<file path="src/rtl/day1_instruction_sequencer.sv">
// Day-1 dial solver front end: parses "L68\n"-style ASCII lines into direction/count
// instructions, feeds the solver, then drains it and latches hits/passes.
// Optional DAY1_PARSE_ERR_EN adds a sticky parse_error output for unexpected bytes.
module day1_instruction_sequencer #(
  parameter int COUNT_WIDTH  = 16,
  parameter int RESULT_WIDTH = 32
) (
  input  logic                    clock,
  input  logic                    reset_n,
  input  logic                    start,
  input  logic [7:0]              in_data,
  input  logic                    in_valid,
  input  logic                    in_last,
  output logic                    in_ready,
  output logic                    solver_reset,
  output logic                    direction,
  output logic [COUNT_WIDTH-1:0]  count,
  output logic                    instruction_valid,
  input  logic                    instruction_ready,
  input  logic                    solver_busy,
  input  logic [RESULT_WIDTH-1:0] solver_hits,
  input  logic [RESULT_WIDTH-1:0] solver_passes,
  output logic [RESULT_WIDTH-1:0] lines_issued,
  output logic                    done,
`ifdef DAY1_PARSE_ERR_EN
  output logic                    parse_error,
`endif
  output logic [RESULT_WIDTH-1:0] final_hits,
  output logic [RESULT_WIDTH-1:0] final_passes
);

  typedef enum logic [2:0] {
    IDLE  = 3'd0,
    CLEAR = 3'd1,
    DIR   = 3'd2,
    NUM   = 3'd3,
    ISSUE = 3'd4,
    DRAIN = 3'd5,
    DONE  = 3'd6
  } state_t;

  localparam logic [COUNT_WIDTH-1:0] ACC_MAX = {COUNT_WIDTH{1'b1}};
  localparam logic [7:0] CH_L  = 8'h4C;
  localparam logic [7:0] CH_R  = 8'h52;
  localparam logic [7:0] CH_LF = 8'h0A;
  localparam logic [7:0] CH_CR = 8'h0D;
  localparam logic [7:0] CH_SP = 8'h20;
  localparam logic [7:0] CH_HT = 8'h09;
  localparam logic [7:0] CH_0  = 8'h30;
  localparam logic [7:0] CH_9  = 8'h39;

  state_t                  state_q, state_d;
  logic [COUNT_WIDTH-1:0]  acc_q, acc_d;
  logic                    dir_q, dir_d;
  logic                    last_q, last_d;
  logic [RESULT_WIDTH-1:0] lines_q, lines_d;
  logic                    done_q, done_d;
  logic [RESULT_WIDTH-1:0] fhits_q, fhits_d;
  logic [RESULT_WIDTH-1:0] fpasses_q, fpasses_d;
  logic                    in_ready_q, in_ready_d;
  logic                    sreset_q, sreset_d;
  logic                    ivalid_q, ivalid_d;
`ifdef DAY1_PARSE_ERR_EN
  logic                    perr_q, perr_d;
`endif

  logic                    byte_fire;
  logic                    is_digit, is_dir, is_eol, is_ws;
  logic [COUNT_WIDTH+3:0]  acc_ext, acc_wide;
  logic [COUNT_WIDTH-1:0]  acc_sat;

  assign byte_fire = in_valid & in_ready_q;
  assign is_digit  = (in_data >= CH_0) && (in_data <= CH_9);
  assign is_dir    = (in_data == CH_L) || (in_data == CH_R);
  assign is_eol    = (in_data == CH_LF) || (in_data == CH_CR);
  assign is_ws     = is_eol || (in_data == CH_SP) || (in_data == CH_HT);

  // acc*10 + digit computed 4 bits wider so overflow is visible before clamping
  assign acc_ext  = {4'b0000, acc_q};
  assign acc_wide = (acc_ext << 3) + (acc_ext << 1) + {{COUNT_WIDTH{1'b0}}, in_data[3:0]};
  assign acc_sat  = (acc_wide > {4'b0000, ACC_MAX}) ? ACC_MAX : acc_wide[COUNT_WIDTH-1:0];

  always_comb begin
    state_d   = state_q;
    acc_d     = acc_q;
    dir_d     = dir_q;
    last_d    = last_q;
    lines_d   = lines_q;
    done_d    = done_q;
    fhits_d   = fhits_q;
    fpasses_d = fpasses_q;
`ifdef DAY1_PARSE_ERR_EN
    perr_d    = perr_q;
`endif

    case (state_q)
      IDLE, DONE: begin
        if (start) begin
          state_d   = CLEAR;
          acc_d     = '0;
          dir_d     = 1'b0;
          last_d    = 1'b0;
          lines_d   = '0;
          done_d    = 1'b0;
          fhits_d   = '0;
          fpasses_d = '0;
`ifdef DAY1_PARSE_ERR_EN
          perr_d    = 1'b0;
`endif
        end
      end

      CLEAR: state_d = DIR;

      DIR: begin
        if (byte_fire) begin
          if (is_dir) begin
            dir_d = (in_data == CH_R);
            acc_d = '0;
            if (in_last) begin
              last_d  = 1'b1;
              state_d = ISSUE;
            end else begin
              state_d = NUM;
            end
          end else begin
`ifdef DAY1_PARSE_ERR_EN
            if (!is_ws) perr_d = 1'b1;
`endif
            if (in_last) begin
              last_d  = 1'b1;
              state_d = DRAIN;
            end
          end
        end
      end

      NUM: begin
        if (byte_fire) begin
          if (is_digit) begin
            acc_d = acc_sat;
          end
`ifdef DAY1_PARSE_ERR_EN
          else if (!is_ws) begin
            perr_d = 1'b1;
          end
`endif
          if (in_last) last_d = 1'b1;
          if (in_last || is_eol) state_d = ISSUE;
        end
      end

      ISSUE: begin
        if (ivalid_q && instruction_ready) begin
          lines_d = lines_q + RESULT_WIDTH'(1);
          state_d = last_q ? DRAIN : DIR;
        end
      end

      // Solver counters already reflect the last accepted instruction here
      DRAIN: begin
        if (!solver_busy && instruction_ready) begin
          fhits_d   = solver_hits;
          fpasses_d = solver_passes;
          done_d    = 1'b1;
          state_d   = DONE;
        end
      end

      default: state_d = IDLE;
    endcase
  end

  assign in_ready_d = (state_d == DIR) || (state_d == NUM);
  assign sreset_d   = (state_d == CLEAR);
  assign ivalid_d   = (state_d == ISSUE);

  always_ff @(posedge clock or negedge reset_n) begin
    if (!reset_n) begin
      state_q    <= IDLE;
      acc_q      <= '0;
      dir_q      <= 1'b0;
      last_q     <= 1'b0;
      lines_q    <= '0;
      done_q     <= 1'b0;
      fhits_q    <= '0;
      fpasses_q  <= '0;
      in_ready_q <= 1'b0;
      sreset_q   <= 1'b0;
      ivalid_q   <= 1'b0;
`ifdef DAY1_PARSE_ERR_EN
      perr_q     <= 1'b0;
`endif
    end else begin
      state_q    <= state_d;
      acc_q      <= acc_d;
      dir_q      <= dir_d;
      last_q     <= last_d;
      lines_q    <= lines_d;
      done_q     <= done_d;
      fhits_q    <= fhits_d;
      fpasses_q  <= fpasses_d;
      in_ready_q <= in_ready_d;
      sreset_q   <= sreset_d;
      ivalid_q   <= ivalid_d;
`ifdef DAY1_PARSE_ERR_EN
      perr_q     <= perr_d;
`endif
    end
  end

  assign in_ready          = in_ready_q;
  assign solver_reset      = sreset_q;
  assign direction         = dir_q;
  assign count             = acc_q;
  assign instruction_valid = ivalid_q;
  assign lines_issued      = lines_q;
  assign done              = done_q;
  assign final_hits        = fhits_q;
  assign final_passes      = fpasses_q;
`ifdef DAY1_PARSE_ERR_EN
  assign parse_error       = perr_q;
`endif

endmodule

</file>
<file path="config.mk">
export PLATFORM = sky130hd
export DESIGN_NAME = day1_instruction_sequencer
export DESIGN_NICKNAME = d
export VERILOG_FILES = /design/src/rtl/day1_instruction_sequencer.sv
export SDC_FILE = /design/constraint.sdc
export NUM_CORES = 1
export LEC_CHECK = 0
export ABC_AREA = 0
export CAP_MARGIN = 30
export CORE_ASPECT_RATIO = 1.25
export CORE_MARGIN = 2
export CORE_UTILIZATION = 30
export CTS_CLUSTER_SIZE = 20
export DETAILED_ROUTE_END_ITERATION = 10
export DONT_BUFFER_PORTS = 1
export GPL_TIMING_DRIVEN = 0
export PLACE_DENSITY_LB_ADDON = 0.25
export SLEW_MARGIN = 20
export SYNTH_ARGS = -nofsm -noshare
export SYNTH_HDL_FRONTEND = slang
export SYNTH_SLANG_ARGS = --single-unit
</file>
<file path="constraint.sdc">
create_clock -name clock -period 3.7 [get_ports clock]
set_input_delay 0.555 -clock clock [delete_from_list [all_inputs] [get_ports clock]]
set_output_delay 0.555 -clock clock [all_outputs]
set_load 0.03 [all_outputs]
</file>
==> results.md <==
- Outcome: finished clean
- Post-synth top area share: 0.4988
- Setup crit end kind: register
- Area leader, netlist: dfrtp_1
- Most numerous cell in the Yosys netlist: dfrtp_1
- Synth-to-layout area growth: 17.04%
- CTS max path bufs: 2
- # DRC: 0
- DRT iter0 DRCs: a little under 200
- Fin Setup TNS: 0 ns
- Critical path type: register to register
- Finish-stage setup viols: 0
- GRT overflow: 0
- Peak supply drop: ~0.00026 V
- Worst hold path type: primary input to async pin
- Row Count: between 50 and 60
- Int Pwr: 2.800 mW
- Yosys reg bits: 121
- Ratio of cells with drive above 1 in the final layout: 0.1010
- Total track usage: 0.1462
- Top_reg_cell synth: dfrtp_1
- Final WL: approximately 16,000 um
- Pin count of the biggest net entering global routing: about 120
- Sequential Power Share: 0.443
- CP arrival: between 3 and 4 ns
- Hold_ws: 0.1013 ns
- Clock Power Share: 0.410
- Final Max Slew Viols: 0
- Clock sink count: 121
- DR pass1 iterations: 4
- Clk_lat worst skew: 0.41 ns
- Register area share after synthesis: 0.4988
- Fmax: around 280 MHz
- PwrDens: around 600 nW/um2
- Vias/cell: ~5.3
- RSZ-0062 raised after global routing: no
- Ranking of synthesized cells by area: dfrtp_1, a22o_1, ha_1
- Hpwl dp: 11,460 um
- H-Tree Depth: 4
- Fin Clk Skew: 0.008294 ns
- Post-Syn Area: between 6000 and 7000 um2
- Worst Max-Slew Pin Slew: approximately 0.84 ns
- Num CTS Buffers: 17
- Largest fanout on the critical path: 10
- Gate power share: 0.147
- DR vias: roughly 4.5k
- Final Non-Filler Cells: about 840
- I/O Buffers: 0
- Yosys Warn Count: 0
- Vias in the first global route: between 4k and 5k
- Core ar.: between 15,000 and 20,000 um2
- Post-DRT Antenna Nets: 0
- Mapped Cells: approximately 540
- Slew headroom: 0.4391
- Initial antenna violation count: 0
- Cell variety after synth: 63
- Max Cap Viol: 0
- Die height: roughly 160 um
- DIE AREA: 21,400 um2
- Switch share: 0.3370
- Final min period: around 3.6 ns
- Diode count: 0
- Final core occ: 0.3561
- Final hold violation count: 0
- Net Switching: around 1.4 mW
- Starting density of the core: 0.3042
- I/O pin cnt: ~200
- Root Driver: clkbuf_16
- Data required, critical path: slightly below 4 ns
- Avg Inst Size Synth: between 10 and 15 um2
- Synthesized Nets: 651
- Die width: between 100 and 150 um
- Ys async rst share: 1.000
- Placer Congestion: 0.8208
- Period utilization: 0.9662
- Clock slew at reported path FFs: roughly 0.060 ns
- Synth top cells by count: dfrtp_1, a22o_1, nor2_1
- DR WL/cell: 18.75 um
- Lkg Pwr: roughly 3.4 nW
- Number of flops mapped to enable cells by yosys: 0
- Final net count: 674
- CTS tree: done
- Global-route wire length before repair: around 25,000 um
- Dpl cells: between 800 and 900
- Worst Setup Start Kind: register
[layout make-up]
cell class / count / area, um2
fillers: 1980 / 12850
flip-flops and latches: 121 / 3033
multi-input cells: 377 / 2894
clock buffers: 20 / 456.7
well taps: 270 / 337.8
clock inverters: 12 / 165.2
plain buffers: 28 / 126.4
repair buffers: 4 / 47.55
inverters: 12 / 45.04
[repair_timing]
action / 4_1_cts / 5_1_grt
setup endpoints to repair: 10 / 10
hold endpoints to repair: 121 / 0
hold buffers: 1 / 0
gates resized for setup: 7 / 2
buffers inserted: 0 / 1
pin swaps: 0 / 1
[state kept, by name (all words and copies together), names as in the netlist]
register	count
done	1
in_ready	1
solver_reset	1
final_hits	32
lines_issued	32
last_q	1
count	16
instruction_valid	1
final_passes	32
state_q	3
direction	1
[power groups by stage]
stage	clock network, mW	registers, mW	logic [mW]
floorplan	0	1.85	0.450
global placement	0	1.90	0.576
detailed placement	0	1.89	0.594
CTS	1.78	1.87	0.625
global route	1.85	1.89	0.692
finish	1.73	1.87	0.621
[worst max-delay path, stage by stage, from the launching register on]
cell      delay [ns]
dfrtp_2         0.50
fa_1            0.53
ha_1            0.33
a211oi_1        0.29
o211ai_1        0.19
a311oi_2        0.42
a31oi_1         0.16
xor2_1          0.16
o31a_2          0.38
buf_4           0.20
a221o_1         0.27
[cell usage in the layout, fill, tap and decap left out, types with 3 or more instances in the layout]
cell	n
dfrtp_2	4
bufinv_16	3
dfrtp_1	117
a21o_1	6
a221o_1	16
nand3_1	19
clkbuf_16	17
xnor2_1	21
buf_2	3
nor3b_1	3
nor2_1	46
o21a_1	3
o211ai_1	8
clkbuf_1	23
and2_1	8
inv_1	12
xor2_1	24
nor3_1	4
a211oi_1	3
buf_4	3
a31oi_1	6
nand4_1	8
clkinv_4	6
nand2_1	19
a21oi_1	13
nor2b_1	4
a22o_1	65
and4_1	3
and3_1	9
ha_1	32
o21ai_0	10
[logic make-up after synthesis]
group                      count (synthesis)  synth area share
xor gates and xnor gates                  45           0.06492
muxes                                      2          0.003504
adders and majority gates                 34           0.07255
AOI/OAI and AO/OA                        154            0.2071
buffers and inverters                     40           0.02824
DFF                                      121            0.4988
and+or+nand+nor                          142            0.1249
[through the flow]
stage / worst slack (ns) / instance area [um2] / power [mW]
finish: 0.1249 / 7106 / 4.224
detailed placement: -0.1741 / 6421 / 2.489
global placement: -0.1283 / 6409 / 2.473
floorplan: 0.3649 / 6071 / 2.296
global route: 0.01094 / 7106 / 4.426
CTS: 0.01979 / 7087 / 4.282
[worst paths after layout]
| check | cells past startpoint | startpoint | slack (ns) | to |
|---|---|---|---|---|
| max in group asynchronous | 1 | reset_n | 3.09 | count[1] |
| min | 1 | reset_n | 0.10 | final_hits[30] |
| max reg2reg | 10 | count[0] | 0.12 | count[15] |
| max | 10 | count[0] | 0.12 | count[15] |
| min in group clock | 1 | solver_hits[19] | 0.29 | final_hits[19] |
| min reg2reg | 2 | last_q | 0.56 | last_q |
[routing by layer]
metal / up-vias / part of all wire / track usage / wire, um
met1: 2266 / 0.41 / 0.1771 / 6542
met4: 0 / 0.026 / 0.06621 / 412
met2: 152 / 0.50 / 0.2349 / 7846
li1: 2057 / - / - / -
met3: 24 / 0.065 / 0.05183 / 1022
met5: - / 0 / 0 / 0
Note: power is estimated with default switching activity, not from simulation.
